<file path="src/rtl/uart_word_tx.sv">
// uart_word_tx: serialises 32-bit words as four contiguous 8N1 UART bytes,
// least significant byte first, bits within each byte LSB first.
module uart_word_tx #(
    parameter int CLKS_PER_BIT = 234
) (
    input  logic        clk_i,
    input  logic        rst_i,
    input  logic [31:0] in_data_i,
    input  logic        in_valid_i,
    output logic        in_ready_o,
    output logic        tx_o,
    output logic        busy_o
);

    localparam int CNT_W = $clog2(CLKS_PER_BIT);
    localparam logic [CNT_W-1:0] CNT_LAST = CNT_W'(CLKS_PER_BIT - 1);
    // The last stop bit of a word spends one cycle less in STOP: its final
    // cycle is the IDLE cycle in which the next word may be accepted. The
    // line still sees a full-length stop bit, and a queued word starts its
    // start bit immediately afterwards with no idle gap.
    localparam logic [CNT_W-1:0] CNT_LAST_STOP = CNT_W'(CLKS_PER_BIT - 2);

    typedef enum logic [1:0] {
        IDLE  = 2'd0,
        START = 2'd1,
        DATA  = 2'd2,
        STOP  = 2'd3
    } state_t;

    state_t           state_q, state_d;
    logic [CNT_W-1:0] cnt_q, cnt_d;
    logic [2:0]       bit_idx_q, bit_idx_d;
    logic [1:0]       byte_idx_q, byte_idx_d;
    logic [31:0]      shift_q, shift_d;
    logic             tx_q, tx_d;

    logic accept;
    logic bit_end;

    assign in_ready_o = (state_q == IDLE) && !rst_i;
    assign accept     = in_valid_i && in_ready_o;
    assign busy_o     = (state_q != IDLE);
    assign tx_o       = tx_q;
    assign bit_end    = (cnt_q == CNT_LAST);

    // Next-state, bit timing and serial line level for the following cycle.
    always_comb begin
        state_d    = state_q;
        cnt_d      = cnt_q;
        bit_idx_d  = bit_idx_q;
        byte_idx_d = byte_idx_q;
        shift_d    = shift_q;
        tx_d       = tx_q;

        case (state_q)
            IDLE: begin
                tx_d = 1'b1;
                if (accept) begin
                    state_d    = START;
                    cnt_d      = '0;
                    bit_idx_d  = '0;
                    byte_idx_d = '0;
                    shift_d    = in_data_i;
                    tx_d       = 1'b0;
                end
            end

            START: begin
                if (bit_end) begin
                    state_d   = DATA;
                    cnt_d     = '0;
                    bit_idx_d = '0;
                    tx_d      = shift_q[0];
                end else begin
                    cnt_d = cnt_q + 1'b1;
                end
            end

            DATA: begin
                if (bit_end) begin
                    cnt_d   = '0;
                    shift_d = {1'b0, shift_q[31:1]};
                    if (bit_idx_q == 3'd7) begin
                        state_d   = STOP;
                        bit_idx_d = '0;
                        tx_d      = 1'b1;
                    end else begin
                        bit_idx_d = bit_idx_q + 3'd1;
                        tx_d      = shift_q[1];
                    end
                end else begin
                    cnt_d = cnt_q + 1'b1;
                end
            end

            STOP: begin
                tx_d = 1'b1;
                if (byte_idx_q == 2'd3) begin
                    if (cnt_q == CNT_LAST_STOP) begin
                        state_d    = IDLE;
                        cnt_d      = '0;
                        byte_idx_d = '0;
                    end else begin
                        cnt_d = cnt_q + 1'b1;
                    end
                end else if (bit_end) begin
                    state_d    = START;
                    cnt_d      = '0;
                    byte_idx_d = byte_idx_q + 2'd1;
                    tx_d       = 1'b0;
                end else begin
                    cnt_d = cnt_q + 1'b1;
                end
            end

            default: begin
                state_d = IDLE;
                tx_d    = 1'b1;
            end
        endcase
    end

    // Control state register; reset aborts any word in flight.
    always_ff @(posedge clk_i) begin
        if (rst_i) begin
            state_q    <= IDLE;
            cnt_q      <= '0;
            bit_idx_q  <= '0;
            byte_idx_q <= '0;
            tx_q       <= 1'b1;
        end else begin
            state_q    <= state_d;
            cnt_q      <= cnt_d;
            bit_idx_q  <= bit_idx_d;
            byte_idx_q <= byte_idx_d;
            tx_q       <= tx_d;
        end
    end

    // Word shift register; contents are only meaningful after an acceptance.
    always_ff @(posedge clk_i) begin
        shift_q <= shift_d;
    end

endmodule

</file>
<file path="config.mk">
export PLATFORM = sky130hd
export DESIGN_NAME = uart_word_tx
export DESIGN_NICKNAME = d
export VERILOG_FILES = /design/src/rtl/uart_word_tx.sv
export SDC_FILE = /design/constraint.sdc
export NUM_CORES = 1
export LEC_CHECK = 0
export CAP_MARGIN = 0
export CORE_MARGIN = 1.5
export CORE_UTILIZATION = 54
export CTS_CLUSTER_SIZE = 10
export DETAILED_ROUTE_END_ITERATION = 7
export DONT_BUFFER_PORTS = 1
export PLACE_DENSITY = 0.72
export REMOVE_ABC_BUFFERS = 1
export SLEW_MARGIN = 20
export SYNTH_ARGS = -nofsm -noshare
export SYNTH_HDL_FRONTEND = slang
export SYNTH_SLANG_ARGS = --single-unit
</file>
<file path="constraint.sdc">
create_clock -name clk_i -period 2.55 [get_ports clk_i]
set_input_delay 0.3825 -clock clk_i [delete_from_list [all_inputs] [get_ports clk_i]]
set_output_delay 0.3825 -clock clk_i [all_outputs]
set_load 0.02 [all_outputs]
</file>
Yosys cells after proc, flatten, opt, wreduce, memory -nomap -nowiden:

Index checks and enable logic that the tools add are counted.

* bits in registers: 48
* output and inout bits: 3
* logic and storage cells: 68

* add/sub/neg operators: 3
* eq/ne operators: 13
* muxes and demuxes: 32
* reductions and logical operators: 14

Operators with widths (number)
* $mux 32: 2
* $pmux 32 s2: 1
* $mux 8: 4
* $pmux 8 s3: 1
* $mux 2: 10
* $eq 8x8->1 const B: 2
* $mux 3: 4
* $pmux 3 s3: 1
* $add 8x1->8 const B: 1
* $ne 2x2->1 const B: 4
* $pmux 2 s4: 1
* $reduce_and 4->1: 2
* $eq 2x2->1 const B: 3
* $mux 1: 6
* $ne 3x3->1 const B: 2
* $reduce_and 6->1: 1
* $reduce_bool 2->1: 3
* $pmux 1 s4: 1
* $pmux 2 s2: 1
* $add 3x1->3 const B: 1
* $eq 3x3->1 const B: 1
* $reduce_and 3->1: 1
* $reduce_bool 3->1: 1
* $add 2x1->2 const B: 1
* other kinds (6): 7

Logic depth before layout (Yosys ltp):

Gate-level depths: netlist (run 1).

* word-level depth: 5
* mapped depth: 8

Worst setup path after synthesis (run 1):

OpenSTA, ideal clock, no wires.

* path kind: register -> register
* from: register state_q[0]
* to: register shift_q[0] (enable)
* arrival: 2119 ps
* required time: 2158 ps
* setup slack: 39 ps
* stages on the path, launching flop included: 8
* buffers on the path: 2
* clock period less this slack: 2511 ps
* cells stage by stage: dfxtp_1 inv_1 ha_1 buf_1 buf_2 nand2_1 o21ai_0 and2_1

* cells in the longest elaborated chain, start to end: 5

RTL lines
* start, declared: RTL line 30 `state_t state_q, state_d;`
* start signal, assigned: RTL line 132 `state_q <= state_d;`
* $logic_not 2->1: RTL line 40, 55
* $logic_and 1x1->1: RTL line 40 `assign in_ready_o = (state_q == IDLE) && !rst_i;`
* $logic_and 1x1->1: RTL line 41 `assign accept = in_valid_i && in_ready_o;`
* $ne 2x2->1 (no line)
* $reduce_and 3->1 (no line) *
* end signal, assigned: RTL line 142 `shift_q <= shift_d;`
* end, declared: RTL line 34 `logic [31:0] shift_q, shift_d;`

Every way passes the cells marked *; elsewhere a longest branch is shown, timed or not.
A chain may end at the register's enable or synchronous reset.

Worst setup path after layout (run 1):

* from: register cnt_q[0]
* to: register shift_q[8] (enable)

* cells in the longest elaborated chain, start to end: 3

RTL lines
* start, declared: RTL line 31 `logic [CNT_W-1:0] cnt_q, cnt_d;`
* start signal, assigned: RTL line 133 `cnt_q <= cnt_d;`
* $eq 8x8->1: RTL line 44 `assign bit_end = (cnt_q == CNT_LAST);`
* $ne 2x2->1 (no line)
* $reduce_and 3->1 (no line)

No other way between the ends.

==> results.txt, run 1 <==
Overall power -> 2.553 mW
Clk_lat worst skew -> 0.30 ns
Max Clock Freq -> 0.4495 GHz
Layout Utilization -> 0.5938
Max H-tree Level -> 2
Sequential cell area -> 1281 sq um
Post-synth top area share -> 0.4013
Final Hold Viols -> 0
Min Tclk post-route -> 2.225 ns
RSZ-0062 raised after global routing -> no
Area grow syn2layout -> 7.210%
Main combinational cell family by area after synthesis -> multiplexers
# fillers -> 378
Slew Viols, Final -> 0
WL final -> 4.206 mm
Synth Area in Simple Gates -> 0.1134
Fin nets -> 244
Seq/Total Area, Yosys -> 0.5350
Critical path fanouts, max -> 32
Post-Place Setup Slack -> 0.3657 ns
Mapped Area -> 2395 sq um
Vias/cell -> 6.036
Worst hold slack -> 0.1395 ns
Worst Skew -> 0.006265 ns
P_leak -> 0.8964 nW
Crit-path cells -> ha_1 -> inv_1 -> nor3_1 -> nand2_1 -> o21ai_0 -> and2_1 -> buf_4
TNS Setup -> 0 ns
Setup violators final -> 0
Hold buffer count at cts -> 0
Pwr/cell area -> 994.4 nW/um^2
Startpoint types -> flop
Antenna cells -> 0
Root Buffer -> clkbuf_8
Detailed Place HPWL -> 3.007 mm
Crit end category -> flop
Worst min path class -> input pin to flop
Status -> completed
Crit-path leading delay family -> simple AND/OR/NAND/NOR gates
Setup CP Type -> flop to flop
CP max stage cell -> dfxtp_1
Die ar. -> 4843 sq um
Warnings, synthesis -> 0
Routability cong. -> 0.8323
Largest cells by area after synthesis -> edfxtp_1 40%, mux2_2 15%, dfxtp_1 13%
CP arrival -> 2.18 ns
Synth Instances -> 195
Rel. slew slack -> 0.6012
Avg Synthesized Cell Area -> 12.28 sq um
Largest net degree at the start of global routing -> 37
Number of global-route vias before repair -> 1,581
Fin crit share -> 0.8724
CTS resizes -> 0
Setup ws final -> 0.3254 ns
Overall Global Routing Usage -> 0.1907
Adder-cell share of the synthesized area -> 0.05747
CTS tree -> built
Post-route ant nets -> 0
Req. time, crit path -> 2.51 ns
Via count -> 1,515
Count of different cell masters after synthesis -> 39
Drt pass-1 iters -> 5
# IOs -> 38
Total clock sinks -> 48
1st-iter DRT viols -> 103
Die Span X -> 69.60 um
Clock Pin Slew Worst Setup and Hold Paths -> 0.09 ns
Routed len/inst -> 16.76 um
First-pass GRT wire length -> 7.251 mm
Buf/Inv on CP -> 2
Die height -> 69.60 um
Layout cells sized above 1 -> 0.2211
Slew @ Worst Pin -> 0.5982 ns
Max-cap violations -> 0
Initial Util -> 0.5538
Port bufs -> 0
Residual DRC -> 0
# rows -> 24
Num CTS Buffers -> 5
Total grt overflow -> 0
CTS Buffer Depth -> 2
Complex-gate fraction of the synthesized area -> 0.1014
Post-Synth XOR/XNOR Area -> 0.007315
CP peak stage delay -> 0.44 ns
Post-synthesis mux area share -> 0.1583
Core Area -> 4324 sq um
Initial antenna violation count -> 0
Worst vdd ir -> 509.7 uV
Multi-input gate area -> 1049 sq um
Yosys top cell by area -> edfxtp_1
FF+latch count, synth -> 48
Post-CTS Setup Bufs -> 0
## cell type report
cell class	instances	share of cell area
Clock buffer	6	0.03216
Multi-Input combinational cell	130	0.4084
Inverter	11	0.01608
Tap cell	52	0.02534
Sequential cell	48	0.4990
Timing Repair Buffer	2	0.005848
Clock inverter	2	0.01316
## worst paths after layout
path / startpoint / endpoint / slack (ns) / cells after the start
min reg2reg: byte_idx_q[1]$_SDFFE_PP0P_ / byte_idx_q[1]$_SDFFE_PP0P_ / 0.47 / 2
max: cnt_q[0]$_SDFFE_PP0P_ / shift_q[8]$_DFFE_PP_ / 0.33 / 7
min: rst_i / bit_idx_q[2]$_SDFFE_PP0P_ / 0.14 / 1
max reg2reg: cnt_q[0]$_SDFFE_PP0P_ / shift_q[8]$_DFFE_PP_ / 0.33 / 7
## synthesized netlist by cell type (all sizes together)
cell / n
edfxtp: 32
mux2: 31
dfxtp: 16
nor2: 13
nand2: 12
ha: 11
inv: 11
a21oi: 7
o21ai: 6
a31oi: 5
and2: 4
buf: 4
nand3: 4
nor3: 4
a22o: 3
mux2i: 3
nand2b: 3
clkbuf: 2
nand4: 2
nor2b: 2
o31ai: 2
or4: 2
xnor2: 2
a211o: 1
a211oi: 1
a21boi: 1
a221oi: 1
a222oi: 1
a311oi: 1
a41oi: 1
and3: 1
nand4b: 1
nand4bb: 1
nor3b: 1
o211a: 1
o211ai: 1
o32ai: 1
## routing by layer
metal  track usage  part of all wire  vias to the layer above
met4       0.07190            0.0062                        0
li1              -                 -                      732
met5             0                 0                        -
met2        0.3173              0.51                       43
met1        0.2289              0.43                      736
met3       0.06541             0.058                        4
## power by group
group          switching [mW]  leakage (nW)  internal (mW)
Clock                   0.249        0.0588          0.316
Combinational           0.432         0.405          0.273
Sequential             0.0900         0.433           1.19
## per-stage QoR
stage,cells,cell area [sq um]
6_report,251,2567
5_1_grt,251,2567
4_1_cts,251,2567
3_5_place_dp,243,2451
3_3_place_gp,243,2451
2_1_floorplan,189,2371
## layout by cell type (no fill, tap or decap), types with 2 or more instances in the layout
cell type  Yosys  layout
ha_1          11      11
o21ai_0        6       6
nand2_1       12      12
nand2b_1       3       3
nor2_1        13      13
nand3_1        4       4
xnor2_1        2       2
nor2b_1        2       2
nor3_1         4       4
a22o_1         3       3
and2_1         4       4
inv_1         11      11
buf_4          0       2
mux2i_1        3       3
clkbuf_8       0       6
dfxtp_1       16      16
mux2_2        31      31
nand4_1        2       2
o31ai_1        2       2
a21oi_1        7       7
edfxtp_1      32      32
a31oi_1        5       5
## kinds of logic after synthesis
family | after synthesis
AOI/OAI and AO/OA | 33
and+or+nand+nor | 50
xor gates and xnor gates | 2
buffers and inverters | 17
DFF | 48
adders and majority gates | 11
muxes | 34
## sequential cells by signal, indices dropped and copies added, names as in the netlist
register	flops
bit_idx_q	3
state_q	2
shift_q	32
cnt_q	8
tx_o	1
byte_idx_q	2
Note: power is estimated with default switching activity, not from simulation.
==> inputs of run 2 (changes only) <==
ABC_AREA = 1   (was unset)
==> results.txt, run 2 <==
Routability cong. -> 0.8185 (was 0.8323)
Port bufs -> 0 (unchanged)
Setup violators final -> 0 (unchanged)
Internal -> 1.816 mW (was 1.782 mW)
Post-synth EDFFs -> 32 (unchanged)
Crit-path cells -> inv_1 -> ha_1 -> inv_2 -> a21oi_4 -> a211oi_4 -> buf_12 (was ha_1 -> inv_1 -> nor3_1 -> nand2_1 -> o21ai_0 -> and2_1 -> buf_4)
Worst hold slack -> 0.1438 ns (was 0.1395 ns)
Synth Instances -> 285 (was 195)
Dpl cells -> 332 (was 243)
TNS Setup -> 0 ns (unchanged)
Setup CP Type -> flop to flop (unchanged)
Placed inst area -> 2509 sq um (was 2451 sq um)
Share of total power in sequential cells -> 0.448 (was 0.503)
Status -> completed (unchanged)
Largest net degree at the start of global routing -> 33 (was 37)
Max Clock Freq -> 0.4852 GHz (was 0.4495 GHz)
First-pass GRT wire length -> 7.093 mm (was 7.251 mm)
Post-route ant nets -> 0 (unchanged)
Prevailing post-synth register cell -> edfxtp_1 (unchanged)
Most frequent cell after synthesis -> nand2_1 (was edfxtp_1)
Async S/R FF share, synth -> 0 (unchanged)
Main combinational cell family by area after synthesis -> simple AND/OR/NAND/NOR gates (was multiplexers)
Pwr/cell area -> 1145 nW/um^2 (was 994.4 nW/um^2)
Max H-tree Level -> 2 (unchanged)
FF+latch count, synth -> 48 (unchanged)
Hold buffer count at cts -> 0 (unchanged)
Clock Pin Slew Worst Setup and Hold Paths -> 0.08 ns (was 0.09 ns)
Total clock sinks -> 48 (unchanged)
Synth Area in Simple Gates -> 0.2695 (was 0.1134)
Layout cells sized above 1 -> 0.1042 (was 0.2211)
Vias/cell -> 5.306 (was 6.036)
Clock network fraction of total power -> 0.153 (was 0.221)
GR met3 Demand/Resource -> 0.04618 (was 0.06541)
Rel. slew slack -> 0.7602 (was 0.6012)
Count of different cell masters after synthesis -> 26 (was 39)
1st-iter DRT viols -> 122 (was 103)
RR Endpoint -> shift_q[28]$_DFFE_PP_ (was shift_q[8]$_DFFE_PP_)
Startpoint types -> flop (unchanged)
Post-Synth XOR/XNOR Area -> 0.01080 (was 0.007315)
Slew @ Worst Pin -> 0.3589 ns (was 0.5982 ns)
Warnings, synthesis -> 0 (unchanged)
# rows -> 24 (unchanged)
CTS tree -> built (unchanged)
Worst r2r path cells -> 6 (was 7)
Crit end category -> flop (unchanged)
Overall Global Routing Usage -> 0.1857 (was 0.1907)
Sequential cell area -> 1281 sq um (unchanged)
Most frequent cells in the layout -> 122 x nand2_1, 32 x edfxtp_1, 18 x a21oi_1, 16 x dfxtp_1, 15 x inv_1 (was 32 x edfxtp_1, 31 x mux2_2, 16 x dfxtp_1, 13 x nor2_1, 12 x nand2_1)
CP arrival -> 2.06 ns (was 2.18 ns)
Residual DRC -> 0 (unchanged)
Max reg flops -> 32 (unchanged)
Min Tclk post-route -> 2.061 ns (was 2.225 ns)
Number of global-route vias before repair -> 1,596 (was 1,581)
Max-cap violations -> 0 (unchanged)
Worst min path class -> input pin to flop (unchanged)
Fin nets -> 333 (was 244)
Post-CTS Setup Bufs -> 0 (unchanged)
CTS resizes -> 0 (unchanged)
Post-synthesis mux area share -> 0 (was 0.1583)
# fillers -> 371 (was 378)
Final Hold Viols -> 0 (unchanged)
Largest Register -> shift_q (unchanged)
Met1 Track Usage GR -> 0.2493 (was 0.2289)
Setup slack, reg-to-reg -> 0.49 ns (was 0.33 ns)
Most used routing layer -> met2 (unchanged)
Worst vdd ir -> 565.2 uV (was 509.7 uV)
Drt pass-1 iters -> 4 (was 5)
Clk_lat worst skew -> 0.30 ns (about the same)
Reg2Reg Launch Point -> state_q[0]$_SDFFE_PP0P_ (was cnt_q[0]$_SDFFE_PP0P_)
Via count -> 1,804 (was 1,515)
Critical path fanouts, max -> 32 (unchanged)
Worst Skew -> 0.005890 ns (was 0.006265 ns)
Avg Synthesized Cell Area -> 8.535 sq um (was 12.28 sq um)
Initial antenna violation count -> 0 (unchanged)
Crit path launch -> state_q[0]$_SDFFE_PP0P_ (was cnt_q[0]$_SDFFE_PP0P_)
Mapped Area -> 2432 sq um (was 2395 sq um)
Largest cells by area after synthesis -> edfxtp_1 40%, nand2_1 19%, dfxtp_1 13% (was edfxtp_1 40%, mux2_2 15%, dfxtp_1 13%)
Die height -> 70.12 um (was 69.60 um)
Final non-filler cell total -> 340 (was 251)
Area grow syn2layout -> 6.841% (was 7.210%)
Detailed Place HPWL -> 3.012 mm (was 3.007 mm)
P_leak -> 1.108 nW (was 0.8964 nW)
Die Span X -> 70.12 um (was 69.60 um)
CP max stage cell -> dfxtp_1 (unchanged)
Core Area -> 4354 sq um (was 4324 sq um)
Complex-gate fraction of the synthesized area -> 0.08745 (was 0.1014)
Commonest non-fill, non-tap cell in the layout -> nand2_1 (was edfxtp_1)
Total grt overflow -> 0 (unchanged)
WL final -> 4.365 mm (was 4.206 mm)
# IOs -> 38 (unchanged)
Post-synth top cells -> 122 x nand2_1, 32 x edfxtp_1, 18 x a21oi_1 (was 32 x edfxtp_1, 31 x mux2_2, 16 x dfxtp_1)
Req. time, crit path -> 2.55 ns (was 2.51 ns)
RSZ-0062 raised after global routing -> no (unchanged)
Routed len/inst -> 12.84 um (was 16.76 um)
Met2 Track Usage GR -> 0.2921 (was 0.3173)
Slew Viols, Final -> 0 (unchanged)
CTS Buffer Depth -> 2 (unchanged)
CP peak stage delay -> 0.41 ns (was 0.44 ns)
Fin crit share -> 0.8083 (was 0.8724)
Root Buffer -> clkbuf_8 (unchanged)
Initial Util -> 0.5586 (was 0.5538)
Antenna cells -> 0 (unchanged)
Net switching power -> 1.161 mW (was 0.7708 mW)
Post-synth top area share -> 0.3951 (was 0.4013)
Seq/Total Area, Yosys -> 0.5267 (was 0.5350)
Combinational share of power -> 0.399 (was 0.276)
Post-route cell area -> 2599 sq um (was 2567 sq um)
Multi-input gate area -> 1045 sq um (was 1049 sq um)
Num CTS Buffers -> 5 (unchanged)
Yosys top cell by area -> edfxtp_1 (unchanged)
Largest regs -> shift_q (32), cnt_q (8), bit_idx_q (3) (unchanged)
Sw Ratio -> 0.3900 (was 0.3019)
CP endpoint -> shift_q[28]$_DFFE_PP_ (was shift_q[8]$_DFFE_PP_)
Die ar. -> 4916 sq um (was 4843 sq um)
Adder-cell share of the synthesized area -> 0.05658 (was 0.05747)
-- run 2: cell types whose count changed after synthesis, moves of 3 or more --
cell and change:
a31oi_1 -5, nand2_1 +110, mux2i_1 -3, nand2b_1 -3, nand3_1 +5, and2_1 -4, mux2_2 -31, a21oi_1 +11
o211ai_1 +3, a22o_1 -3, nand2_2 +6, inv_2 +5, inv_1 +4
-- run 2: cell type report --
class | count | area share
Tap cell | 52 | 0.02504
Clock buffer | 7 | 0.03322
Sequential cell | 48 | 0.4930
Clock inverter | 1 | 0.001444
Multi-Input combinational cell | 208 | 0.4020
Timing Repair Buffer | 4 | 0.01637
Inverter | 20 | 0.02889
-- run 2: how the worst min path moves through the flow --
stage                               startpoint                         end  slack, ns  cells past startpoint
finish                                   rst_i  byte_idx_q[0]$_SDFFE_PP0P_       0.14                      1
global route                             rst_i   bit_idx_q[0]$_SDFFE_PP0P_       0.12                      1
CTS                                      rst_i  byte_idx_q[1]$_SDFFE_PP0P_       0.13                      1
detailed placement                       rst_i       cnt_q[1]$_SDFFE_PP0P_       0.46                      1
global placement                         rst_i       cnt_q[1]$_SDFFE_PP0P_       0.45                      1
floorplan           byte_idx_q[1]$_SDFFE_PP0P_  byte_idx_q[1]$_SDFFE_PP0P_       0.44                      2
-- run 2: power groups by stage --
stage          logic [mW]  clock network [mW]  registers [mW]
6_report             1.19               0.457            1.33
5_1_grt              1.33               0.495            1.36
4_1_cts              1.20               0.471            1.33
3_5_place_dp         1.19                   0            1.35
3_3_place_gp         1.16                   0            1.34
2_1_floorplan       0.848                   0            1.34
-- run 2: per-stage QoR --
stage                 util  setup WS, ns  power, mW
finish              0.5968        0.4888      2.976
global route        0.5968        0.3687      3.191
CTS                 0.5968        0.4857      3.004
detailed placement  0.5761        0.5339      2.538
global placement    0.5761        0.6074      2.501
floorplan                -        -1.634      2.189
-- run 2: routing by layer --
| metal | up-vias | wire length [um] |
|---|---|---|
| met3 | 6 | 216 |
| met1 | 813 | 2102 |
| met2 | 58 | 1979 |
| li1 | 927 | - |
| met5 | - | 0 |
| met4 | 0 | 66 |
-- run 2: cell families (layout without fill, tap and decap cells) --
kind of cell / Yosys count / count (layout)
and+or+nand+nor: 160 / 160
xor gates and xnor gates: 3 / 3
AOI/OAI and AO/OA: 34 / 34
DFF: 48 / 48
buffers and inverters: 29 / 32
adders and majority gates: 11 / 11
-- run 2: worst max-delay path: cells and delay by family (launching register included) --
kind | cells | cell delay (ns)
fa+ha+maj | 1 | 0.29
buf+inv | 3 | 0.64
flops | 1 | 0.41
compound gates | 2 | 0.41
==> inputs of run 3 (changes only) <==
clock period = 1.85 ns   (was 2.55 ns; I/O delays follow)
==> results.txt, run 3 (synthesis gave the netlist of run 2 again) <==
Largest Register -> shift_q (unchanged)
Max-cap violations -> 0 (unchanged)
Number of global-route vias before repair -> 1,725 (was 1,596)
Residual DRC -> 0 (unchanged)
RR Endpoint -> shift_q[8]$_DFFE_PP_ (was shift_q[28]$_DFFE_PP_)
Most frequent cells in the layout -> 122 x nand2_1, 32 x edfxtp_1, 18 x a21oi_1, 16 x dfxtp_1, 15 x inv_1 (unchanged)
Largest regs -> shift_q (32), cnt_q (8), bit_idx_q (3) (unchanged)
Num CTS Buffers -> 5 (unchanged)
Via count -> 1,816 (was 1,804)
CTS Buffer Depth -> 2 (unchanged)
Share of total power in sequential cells -> 0.437 (was 0.448)
Post-CTS Setup Bufs -> 0 (unchanged)
Clk_lat worst skew -> 0.29 ns (was 0.30 ns)
Post-route ant nets -> 0 (unchanged)
Setup CP Type -> flop to flop (unchanged)
Final non-filler cell total -> 346 (was 340)
Initial antenna violation count -> 0 (unchanged)
Die ar. -> 4916 sq um (unchanged)
Largest net degree at the start of global routing -> 33 (unchanged)
Setup slack, reg-to-reg -> 0.16 ns (was 0.49 ns)
Pwr/cell area -> 1581 nW/um^2 (was 1145 nW/um^2)
Min Tclk post-route -> 1.690 ns (was 2.061 ns)
Combinational share of power -> 0.416 (was 0.399)
Net switching power -> 1.642 mW (was 1.161 mW)
Sw Ratio -> 0.3932 (was 0.3900)
Status -> completed (unchanged)
# IOs -> 38 (unchanged)
Max H-tree Level -> 2 (unchanged)
# rows -> 24 (unchanged)
Routability cong. -> 0.8424 (was 0.8185)
Overall Global Routing Usage -> 0.1979 (was 0.1857)
Internal -> 2.534 mW (was 1.816 mW)
Fin nets -> 339 (was 333)
RSZ-0062 raised after global routing -> no (unchanged)
P_leak -> 1.139 nW (was 1.108 nW)
Worst hold slack -> 0.03689 ns (was 0.1438 ns)
Hold depth -> 1 (unchanged)
Max Clock Freq -> 0.5915 GHz (was 0.4852 GHz)
Rel. slew slack -> 0.7998 (was 0.7602)
Hold EP -> cnt_q[7]$_SDFFE_PP0P_ (was byte_idx_q[0]$_SDFFE_PP0P_)
Setup violators final -> 0 (unchanged)
Reg2Reg Launch Point -> state_q[1]$_SDFFE_PP0P_ (was state_q[0]$_SDFFE_PP0P_)
Req. time, crit path -> 1.85 ns (was 2.55 ns)
Post-route cell area -> 2641 sq um (was 2599 sq um)
First-pass GRT wire length -> 7.603 mm (was 7.093 mm)
Die Span X -> 70.12 um (unchanged)
Vias/cell -> 5.249 (was 5.306)
CP arrival -> 1.69 ns (was 2.06 ns)
CTS resizes -> 0 (unchanged)
Detailed Place HPWL -> 3.146 mm (was 3.012 mm)
Startpoint types -> flop (unchanged)
Die height -> 70.12 um (unchanged)
Clock Pin Slew Worst Setup and Hold Paths -> 0.09 ns (was 0.08 ns)
Total clock sinks -> 48 (unchanged)
CTS tree -> built (unchanged)
Worst vdd ir -> 866.8 uV (was 565.2 uV)
Total grt overflow -> 0 (unchanged)
Final Hold Viols -> 0 (unchanged)
Dpl cells -> 338 (was 332)
Slew @ Worst Pin -> 0.3003 ns (was 0.3589 ns)
Hold buffer count at cts -> 0 (unchanged)
Slew Viols, Final -> 0 (unchanged)
Critical path fanouts, max -> 32 (unchanged)
Layout Utilization -> 0.6066 (was 0.5968)
WL final -> 4.380 mm (was 4.365 mm)
Commonest non-fill, non-tap cell in the layout -> nand2_1 (unchanged)
Crit end category -> flop (unchanged)
Worst Skew -> 0.002224 ns (was 0.005890 ns)
Worst Hold Launch -> rst_i (unchanged)
Clock network fraction of total power -> 0.147 (was 0.153)
# fillers -> 387 (was 371)
1st-iter DRT viols -> 111 (was 122)
Drt pass-1 iters -> 4 (unchanged)
Antenna cells -> 0 (unchanged)
Layout cells sized above 1 -> 0.1293 (was 0.1042)
Worst min path class -> input pin to flop (unchanged)
Placed inst area -> 2554 sq um (was 2509 sq um)
Worst r2r path cells -> 6 (unchanged)
Initial Util -> 0.5586 (unchanged)
Max reg flops -> 32 (unchanged)
Routed len/inst -> 12.66 um (was 12.84 um)
Core Area -> 4354 sq um (unchanged)
Root Buffer -> clkbuf_8 (unchanged)
Area grow syn2layout -> 8.590% (was 6.841%)
Port bufs -> 0 (unchanged)
Crit path launch -> state_q[1]$_SDFFE_PP0P_ (was state_q[0]$_SDFFE_PP0P_)
Fin crit share -> 0.9138 (was 0.8083)
## run 3: final cells by class
cell class	instances	area [sq um]	area share
multi-input cells	208	1045	0.3955
clock inverters	3	18.77	0.007106
well taps	52	65.06	0.02463
flip-flops and latches	48	1281	0.4851
inverters	20	75.07	0.02842
clock buffers	5	68.82	0.02605
repair buffers	10	87.58	0.03316
## run 3: worst max-delay path by stage
stage | endpoint | slack (ns) | cells after the start
3_3_place_gp | shift_q[15]$_DFFE_PP_ | 0.21 | 6
5_1_grt | shift_q[1]$_DFFE_PP_ | 0.06 | 6
3_5_place_dp | shift_q[14]$_DFFE_PP_ | 0.16 | 6
2_1_floorplan | shift_q[0]$_DFFE_PP_ | -2.33 | 4
6_report | shift_q[8]$_DFFE_PP_ | 0.16 | 6
4_1_cts | shift_q[1]$_DFFE_PP_ | 0.15 | 6
## run 3: power groups by stage
stage	Sequential [mW]	Clock (mW)	Combinational, mW
final	1.83	0.613	1.74
after global routing	1.86	0.668	1.97
after CTS	1.83	0.633	1.76
after detailed placement	1.85	0	1.75
after global placement	1.84	0	1.72
after floorplan	1.78	0	1.13
## run 3: per-stage QoR
stage	total power, mW	setup WS (ns)	setup TNS, ns
after floorplan	2.909	-2.334	-88.86
after global placement	3.558	0.2067	0
after detailed placement	3.607	0.1572	0
after CTS	4.225	0.1495	0
after global routing	4.506	0.06050	0
final	4.176	0.1595	0
## run 3: worst max-delay path: stages, from the launching register on
cell      delay (ns)
dfxtp_1         0.36
inv_1           0.10
ha_1            0.26
inv_2           0.13
a21oi_4         0.05
a211oi_4        0.24
buf_12          0.23
## run 3: metal layers
metal  part of all wire  GRT usage  vias to the layer above
met1               0.48     0.2681                      828
met3              0.049    0.04906                        6
met4              0.011    0.08761                        0
met2               0.46     0.3026                       45
li1                   -          -                      937
met5                  0          0                        -
